## config.mk

```make
export PLATFORM = sky130hd
export DESIGN_NAME = adc_scan_scheduler
export DESIGN_NICKNAME = d
export VERILOG_FILES = /design/src/rtl/adc_scan_scheduler.sv
export SDC_FILE = /design/constraint.sdc
export NUM_CORES = 1
export LEC_CHECK = 0
export CELL_PAD_IN_SITES_DETAIL_PLACEMENT = 0
export CELL_PAD_IN_SITES_GLOBAL_PLACEMENT = 1
export CORE_ASPECT_RATIO = 1.5
export CORE_MARGIN = 10
export CORE_UTILIZATION = 46
export CTS_BUF_LIST = sky130_fd_sc_hd__clkbuf_2
export CTS_CLUSTER_SIZE = 30
export DETAILED_ROUTE_END_ITERATION = 16
export PLACE_DENSITY = 0.94
export SYNTH_ARGS = -nofsm -noshare
export SYNTH_HDL_FRONTEND = slang
export SYNTH_SLANG_ARGS = --single-unit
```

## constraint.sdc

```tcl
create_clock -name sys_clk -period 5 [get_ports sys_clk]
set_input_delay 1.25 -clock sys_clk [delete_from_list [all_inputs] [get_ports sys_clk]]
set_output_delay 1.25 -clock sys_clk [all_outputs]
set_load 0.02 [all_outputs]
```

## src/rtl/adc_scan_scheduler.sv

```systemverilog
// Periodic ADC0809 scan scheduler: each period tick walks the latched channel mask in ascending order.
// Optional feature macro SCAN_AVG_EN: convert every channel twice and publish the truncated mean.
module adc_scan_scheduler #(
  parameter int PERIOD  = 2700,
  parameter int TIMEOUT = 1023,
  parameter int TO_W    = 10
) (
  input  logic       sys_clk,
  input  logic       rst_n,
  input  logic       enable,
  input  logic [7:0] ch_mask,
  output logic       adc_start,
  output logic [2:0] adc_addr,
  input  logic [7:0] adc_data,
  input  logic       adc_valid,
  output logic [7:0] result_data,
  output logic [2:0] result_ch,
  output logic       result_valid,
  output logic       scan_done,
  output logic       busy,
  output logic       timeout_err,
  output logic       overrun,
  output logic [2:0] dbg_state
);

  // Handshake: adc_start is a one-cycle request; the driver answers with a one-cycle
  // adc_valid pulse that is only honoured in WAIT. result_valid is a one-cycle strobe
  // with no back-pressure; result_data/result_ch hold until the next strobe.

  localparam int PW = (PERIOD > 1) ? $clog2(PERIOD) : 1;

  typedef enum logic [2:0] {
    S_IDLE    = 3'd0,
    S_SETUP   = 3'd1,
    S_START   = 3'd2,
    S_WAIT    = 3'd3,
    S_PUBLISH = 3'd4
  } state_t;

  state_t          state_q, state_d;
  logic [PW-1:0]   per_q, per_d;
  logic [7:0]      mask_q, mask_d;
  logic [2:0]      ch_q, ch_d;
  logic [TO_W-1:0] to_q, to_d;
  logic [7:0]      res_data_q, res_data_d;
  logic [2:0]      res_ch_q, res_ch_d;
  logic            done_q, done_d;
  logic            ovr_q, ovr_d;
`ifdef SCAN_AVG_EN
  logic            pass_q, pass_d;
  logic [7:0]      s0_q, s0_d;
  logic [8:0]      avg_sum;
`endif

  logic       tick;
  logic       scan_go;
  logic       wait_to;
  logic       ch_leave;
  logic       advance;
  logic       nxt_found;
  logic [2:0] nxt_ch;
  logic [2:0] first_ch;

  always_ff @(posedge sys_clk or negedge rst_n) begin
    if (!rst_n) begin
      state_q    <= S_IDLE;
      per_q      <= '0;
      mask_q     <= '0;
      ch_q       <= '0;
      to_q       <= '0;
      res_data_q <= '0;
      res_ch_q   <= '0;
      done_q     <= 1'b0;
      ovr_q      <= 1'b0;
`ifdef SCAN_AVG_EN
      pass_q     <= 1'b0;
      s0_q       <= '0;
`endif
    end else begin
      state_q    <= state_d;
      per_q      <= per_d;
      mask_q     <= mask_d;
      ch_q       <= ch_d;
      to_q       <= to_d;
      res_data_q <= res_data_d;
      res_ch_q   <= res_ch_d;
      done_q     <= done_d;
      ovr_q      <= ovr_d;
`ifdef SCAN_AVG_EN
      pass_q     <= pass_d;
      s0_q       <= s0_d;
`endif
    end
  end

  // Channel selection: lowest set bit of the live mask at scan start, lowest latched bit above current afterwards.
  always_comb begin
    nxt_found = 1'b0;
    nxt_ch    = '0;
    first_ch  = '0;
    for (int i = 7; i >= 0; i--) begin
      if (mask_q[i] && (3'(i) > ch_q)) begin
        nxt_found = 1'b1;
        nxt_ch    = 3'(i);
      end
      if (ch_mask[i]) first_ch = 3'(i);
    end
  end

  always_comb begin
    tick     = (per_q == PW'(PERIOD - 1));
    per_d    = tick ? '0 : per_q + PW'(1);
    scan_go  = tick && enable && (|ch_mask);
    wait_to  = (state_q == S_WAIT) && !adc_valid && (to_q == TO_W'(TIMEOUT - 1));
    ch_leave = (state_q == S_PUBLISH) || wait_to;
    advance  = nxt_found && enable;
  end

  always_comb begin
    state_d = state_q;
    unique case (state_q)
      S_IDLE:    if (scan_go) state_d = S_SETUP;
      S_SETUP:   state_d = enable ? S_START : S_IDLE;
      S_START:   state_d = S_WAIT;
      S_WAIT: begin
        if (adc_valid) begin
`ifdef SCAN_AVG_EN
          state_d = pass_q ? S_PUBLISH : S_START;
`else
          state_d = S_PUBLISH;
`endif
        end else if (wait_to) begin
          state_d = advance ? S_SETUP : S_IDLE;
        end
      end
      S_PUBLISH: state_d = advance ? S_SETUP : S_IDLE;
      default:   state_d = S_IDLE;
    endcase
  end

  always_comb begin
    mask_d     = mask_q;
    ch_d       = ch_q;
    to_d       = to_q;
    res_data_d = res_data_q;
    res_ch_d   = res_ch_q;
    done_d     = 1'b0;
    ovr_d      = ovr_q;
`ifdef SCAN_AVG_EN
    pass_d     = pass_q;
    s0_d       = s0_q;
    avg_sum    = {1'b0, s0_q} + {1'b0, adc_data};
`endif
    if (!enable) ovr_d = 1'b0;
    else if (tick && (state_q != S_IDLE)) ovr_d = 1'b1;
    unique case (state_q)
      S_IDLE: begin
        if (scan_go) begin
          mask_d = ch_mask;
          ch_d   = first_ch;
        end
      end
      S_SETUP: begin
        if (!enable) done_d = 1'b1;
`ifdef SCAN_AVG_EN
        pass_d = 1'b0;
`endif
      end
      S_START: to_d = '0;
      S_WAIT: begin
        to_d = to_q + TO_W'(1);
        if (adc_valid) begin
`ifdef SCAN_AVG_EN
          if (pass_q) begin
            res_data_d = avg_sum[8:1];
            res_ch_d   = ch_q;
          end else begin
            s0_d   = adc_data;
            pass_d = 1'b1;
          end
`else
          res_data_d = adc_data;
          res_ch_d   = ch_q;
`endif
        end
      end
      default: ;
    endcase
    if (ch_leave) begin
      if (advance) ch_d = nxt_ch;
      else done_d = 1'b1;
    end
  end

  always_comb begin
    adc_start    = (state_q == S_START);
    adc_addr     = ch_q;
    result_valid = (state_q == S_PUBLISH);
    result_data  = res_data_q;
    result_ch    = res_ch_q;
    scan_done    = done_q;
    busy         = (state_q != S_IDLE);
    timeout_err  = wait_to;
    overrun      = ovr_q;
    dbg_state    = state_q;
  end

endmodule
```

==> results.sh <==
export IMPL_place_worst_setup_slack_ps=707
export IMPL_hold_path_class="register to register"
export IMPL_synth_cells=242
export IMPL_endpoint_kind="primary output"
export IMPL_detail_routed_via_count_per_cell=5.45
export IMPL_place_gp_congestion=0.812
export IMPL_utilization_pct=57.6
export IMPL_yosys_mux_area_fraction_pct=9.70
export IMPL_detail_route_antenna_nets=0
export IMPL_worstRegToRegCells=6
export IMPL_drtIter0Drc=88
export IMPL_internal_power_uw=724
export IMPL_die_width_um=79.9
export IMPL_fmax_ghz=0.232
export IMPL_synth_top_cells_by_area="sky130_fd_sc_hd__dfrtp_1, sky130_fd_sc_hd__mux2_2, sky130_fd_sc_hd__nand2_1"
export IMPL_detailedRoute_firstPassIterationCount=4
export IMPL_switching_power_uw=449
export IMPL_timing_hold_worst_endpoint="per_q[0]$_DFF_PN0_"
export IMPL_gr_usage_all_layers_pct=12.4
export IMPL_synth_enable_flop_cells=0
export IMPL_crit_path_max_fanout=3
export IMPL_max_vdd_ir_drop_uv=235
export IMPL_power_sequential_fraction_pct=46.2
export IMPL_fin_tns_setup_ps=0
export IMPL_net_sw_share_pct=38.2
export IMPL_finalMaxSlewViolations=0
export IMPL_synth_compound_area_share_pct=13.8
export IMPL_dpl_instance_area_um2=2930
export IMPL_tritoncts_clock_tree="done"
export IMPL_cts_hold_buffers=0
export IMPL_r2r_slack_ps=2800
export IMPL_share_of_the_synthesized_area_in_the_top_cell_type_pct=48.5
export IMPL_cts_reportedPaths_clkPinSlew_ps=210
export IMPL_ctsLongestPathBuffers=2
export IMPL_worst_r2r_startpoint="per_q[0]$_DFF_PN0_"
export IMPL_finalHoldViolCount=0
export IMPL_grt_max_degree=49
export IMPL_drv_max_cap_violation_count=0
export IMPL_slew_headroom_pct=59.2
export IMPL_wire_per_inst_um=14.8
export IMPL_seq_area_frac_synth_pct=48.5
export IMPL_timing_setup_critical_path_class="primary input to primary output"
export IMPL_synthDominantAreaCellType="sky130_fd_sc_hd__dfrtp_1"
export IMPL_worst_hold_path_num_cells=1
export IMPL_dp_cells=344
export IMPL_post_layout_nonfiller_instances=352
export IMPL_synth_fp_nets=265
export IMPL_syn_cell_area_um2=2480
export IMPL_htreeDepth=2
export IMPL_synth_adder_area_share_pct=1.52
export IMPL_postLayoutCellArea_um2=2970
export IMPL_flow_area_growth_from_synthesis_pct=20.1
export IMPL_num_antenna_cells=0
export IMPL_power_per_cell_area_nw_per_um2=395
export IMPL_run_status="complete, no violations"
export IMPL_io_pins=43
export IMPL_endpoint_of_the_worst_slack_reg_to_reg_timing_path="adc_addr[2]$_DFF_PN0_"
export IMPL_timing_hold_worst_start="per_q[0]$_DFF_PN0_"
export IMPL_clock_skew_ps=16.6
export IMPL_yosys_register_bits=48
export IMPL_final_critical_path_setup_slack_ps=693
export IMPL_antenna_found_initial=0
export IMPL_drive_above_1_share_pct=8.80
export IMPL_synth_cell_types=52
export IMPL_synth_simple_area_share_pct=19.3
export IMPL_clk_insertion_delay_late_ps=420
export IMPL_placeableCoreArea_um2=5160
export IMPL_overall_die_height_um=110
export IMPL_numCtsBuffers=5
export IMPL_proportion_of_register_bits_with_asynchronous_set_or_reset_after_synthesis_pct=100
export IMPL_numPortBuffers=42
export IMPL_grt_first_pass_wirelength_um=8800
export IMPL_yosysWarningCount=0
export IMPL_period_share_pct=86.1
export IMPL_row_count=32
export IMPL_synth_xor_area_share_pct=3.54
export IMPL_setup_viol_count_final=0
export IMPL_synth_commonest_cells="sky130_fd_sc_hd__dfrtp_1, sky130_fd_sc_hd__nand2_1, sky130_fd_sc_hd__nor2_1, sky130_fd_sc_hd__o21ai_0, sky130_fd_sc_hd__a21oi_1"
export IMPL_cts_root_buf="sky130_fd_sc_hd__clkbuf_2"
export IMPL_main_combinational_cell_family_by_area_after_synthesis="simple AND/OR/NAND/NOR gates"
export IMPL_clock_period_minus_worst_slack_ps=4310
export IMPL_post_route_drc_count=0
export IMPL_worst_endpoint_arrival_ps=3060
export IMPL_num_nets_final=306
export IMPL_power_leakage_uw=0.00130
export IMPL_cp_data_required_time_ps=3750
export IMPL_gr_total_overflow=0
export IMPL_via_count=1920
export IMPL_postSynth_topFlopCell="sky130_fd_sc_hd__dfrtp_1"
export IMPL_postCtsResizedCells=0
export IMPL_dp_hpwl_um=3950
export IMPL_design_die_area_um2=8780
export IMPL_post_cts_setup_repair_bufs=0
export IMPL_postRouteWirelength_um=5200
export IMPL_synth_avg_cell_area_um2=10.2
export IMPL_worst_slew_pin_slew_ps=612
export IMPL_comb_power_share_pct=40.5
export IMPL_start_kind="primary input"
export IMPL_start_util_pct=47.9
export IMPL_power_clock_fraction_pct=13.3
export IMPL_yosysMostFrequentCell="sky130_fd_sc_hd__dfrtp_1"
export IMPL_via_count_of_the_first_global_routing_pass=1925
export IMPL_clock_sink_count=48
export IMPL_setup_repair_after_global_routing_missed_its_margin="no"
==> placed cells by master, fill, tap and decap left out, types with 3 or more instances in the layout <==
master,instances
sky130_fd_sc_hd__xnor2_1,8
sky130_fd_sc_hd__clkbuf_2,6
sky130_fd_sc_hd__nand2b_1,3
sky130_fd_sc_hd__and3_1,7
sky130_fd_sc_hd__o21ai_0,14
sky130_fd_sc_hd__a2bb2oi_1,3
sky130_fd_sc_hd__inv_1,10
sky130_fd_sc_hd__a22o_1,4
sky130_fd_sc_hd__dfrtp_1,48
sky130_fd_sc_hd__mux2_2,10
sky130_fd_sc_hd__and2_1,3
sky130_fd_sc_hd__nand3_1,9
sky130_fd_sc_hd__ha_1,3
sky130_fd_sc_hd__mux2_1,6
sky130_fd_sc_hd__mux2i_1,6
sky130_fd_sc_hd__o211ai_1,3
sky130_fd_sc_hd__nand2_1,23
sky130_fd_sc_hd__a21oi_1,12
sky130_fd_sc_hd__nor3_1,3
sky130_fd_sc_hd__nor2b_1,7
sky130_fd_sc_hd__clkdlybuf4s50_1,41
sky130_fd_sc_hd__nor2_1,20
==> routing by layer <==
metal	GRT usage, %	up-vias	wire length (µm)
met3	4.08	6	265
met5	0	-	0
met4	3.79	0	58
li1	-	949	-
met2	21.6	34	2690
met1	13.9	931	2190
==> worst max path at each step <==
stage	startpoint	to	slack (ps)
after floorplan	adc_valid	timeout_err	1670
after global placement	adc_valid	timeout_err	730
after detailed placement	adc_valid	timeout_err	710
after CTS	adc_valid	timeout_err	690
after global routing	adc_valid	timeout_err	570
final	adc_valid	timeout_err	690
==> worst max-delay path: stages <==
cell and delay, ps:
sky130_fd_sc_hd__clkdlybuf4s50_1 450, sky130_fd_sc_hd__nand4bb_1 270, sky130_fd_sc_hd__nor4_2 410, sky130_fd_sc_hd__clkdlybuf4s50_1 670
==> power groups by stage <==
| stage | clock, µW | sequential (µW) | combinational [µW] |
|---|---|---|---|
| CTS | 162 | 542 | 485 |
| finish | 156 | 542 | 475 |
| detailed placement | 0 | 550 | 484 |
| floorplan | 0 | 584 | 242 |
| global route | 182 | 559 | 516 |
| global placement | 0 | 547 | 480 |
==> area by class of cell <==
class | count | area (µm²)
Inverter | 10 | 37.5
Fill cell | 449 | 2190
Multi-Input combinational cell | 175 | 1180
Clock buffer | 6 | 30.0
Sequential cell | 48 | 1200
Timing Repair Buffer | 43 | 423
Tap cell | 68 | 85.1
Clock inverter | 2 | 11.3
==> flip-flops by register name, indices dropped and copies added, names as in the netlist <==
register,count
dbg_state,3
result_data,8
to_q,10
scan_done,1
result_ch,3
adc_addr,3
overrun,1
per_q,12
mask_q,7
==> logic make-up after synthesis <==
group           count (synthesis)
mux                            22
flops                          48
simple gates                   89
xor+xnor                       10
compound gates                 51
buf+inv                        19
fa+ha+maj                       3
==> metrics by stage <==
step	hold WS, ps	power [µW]
final	504	1170
after global routing	518	1260
after CTS	505	1190
after detailed placement	474	1030
after global placement	468	1030
after floorplan	447	827
Power figures use the tool's default switching activity.
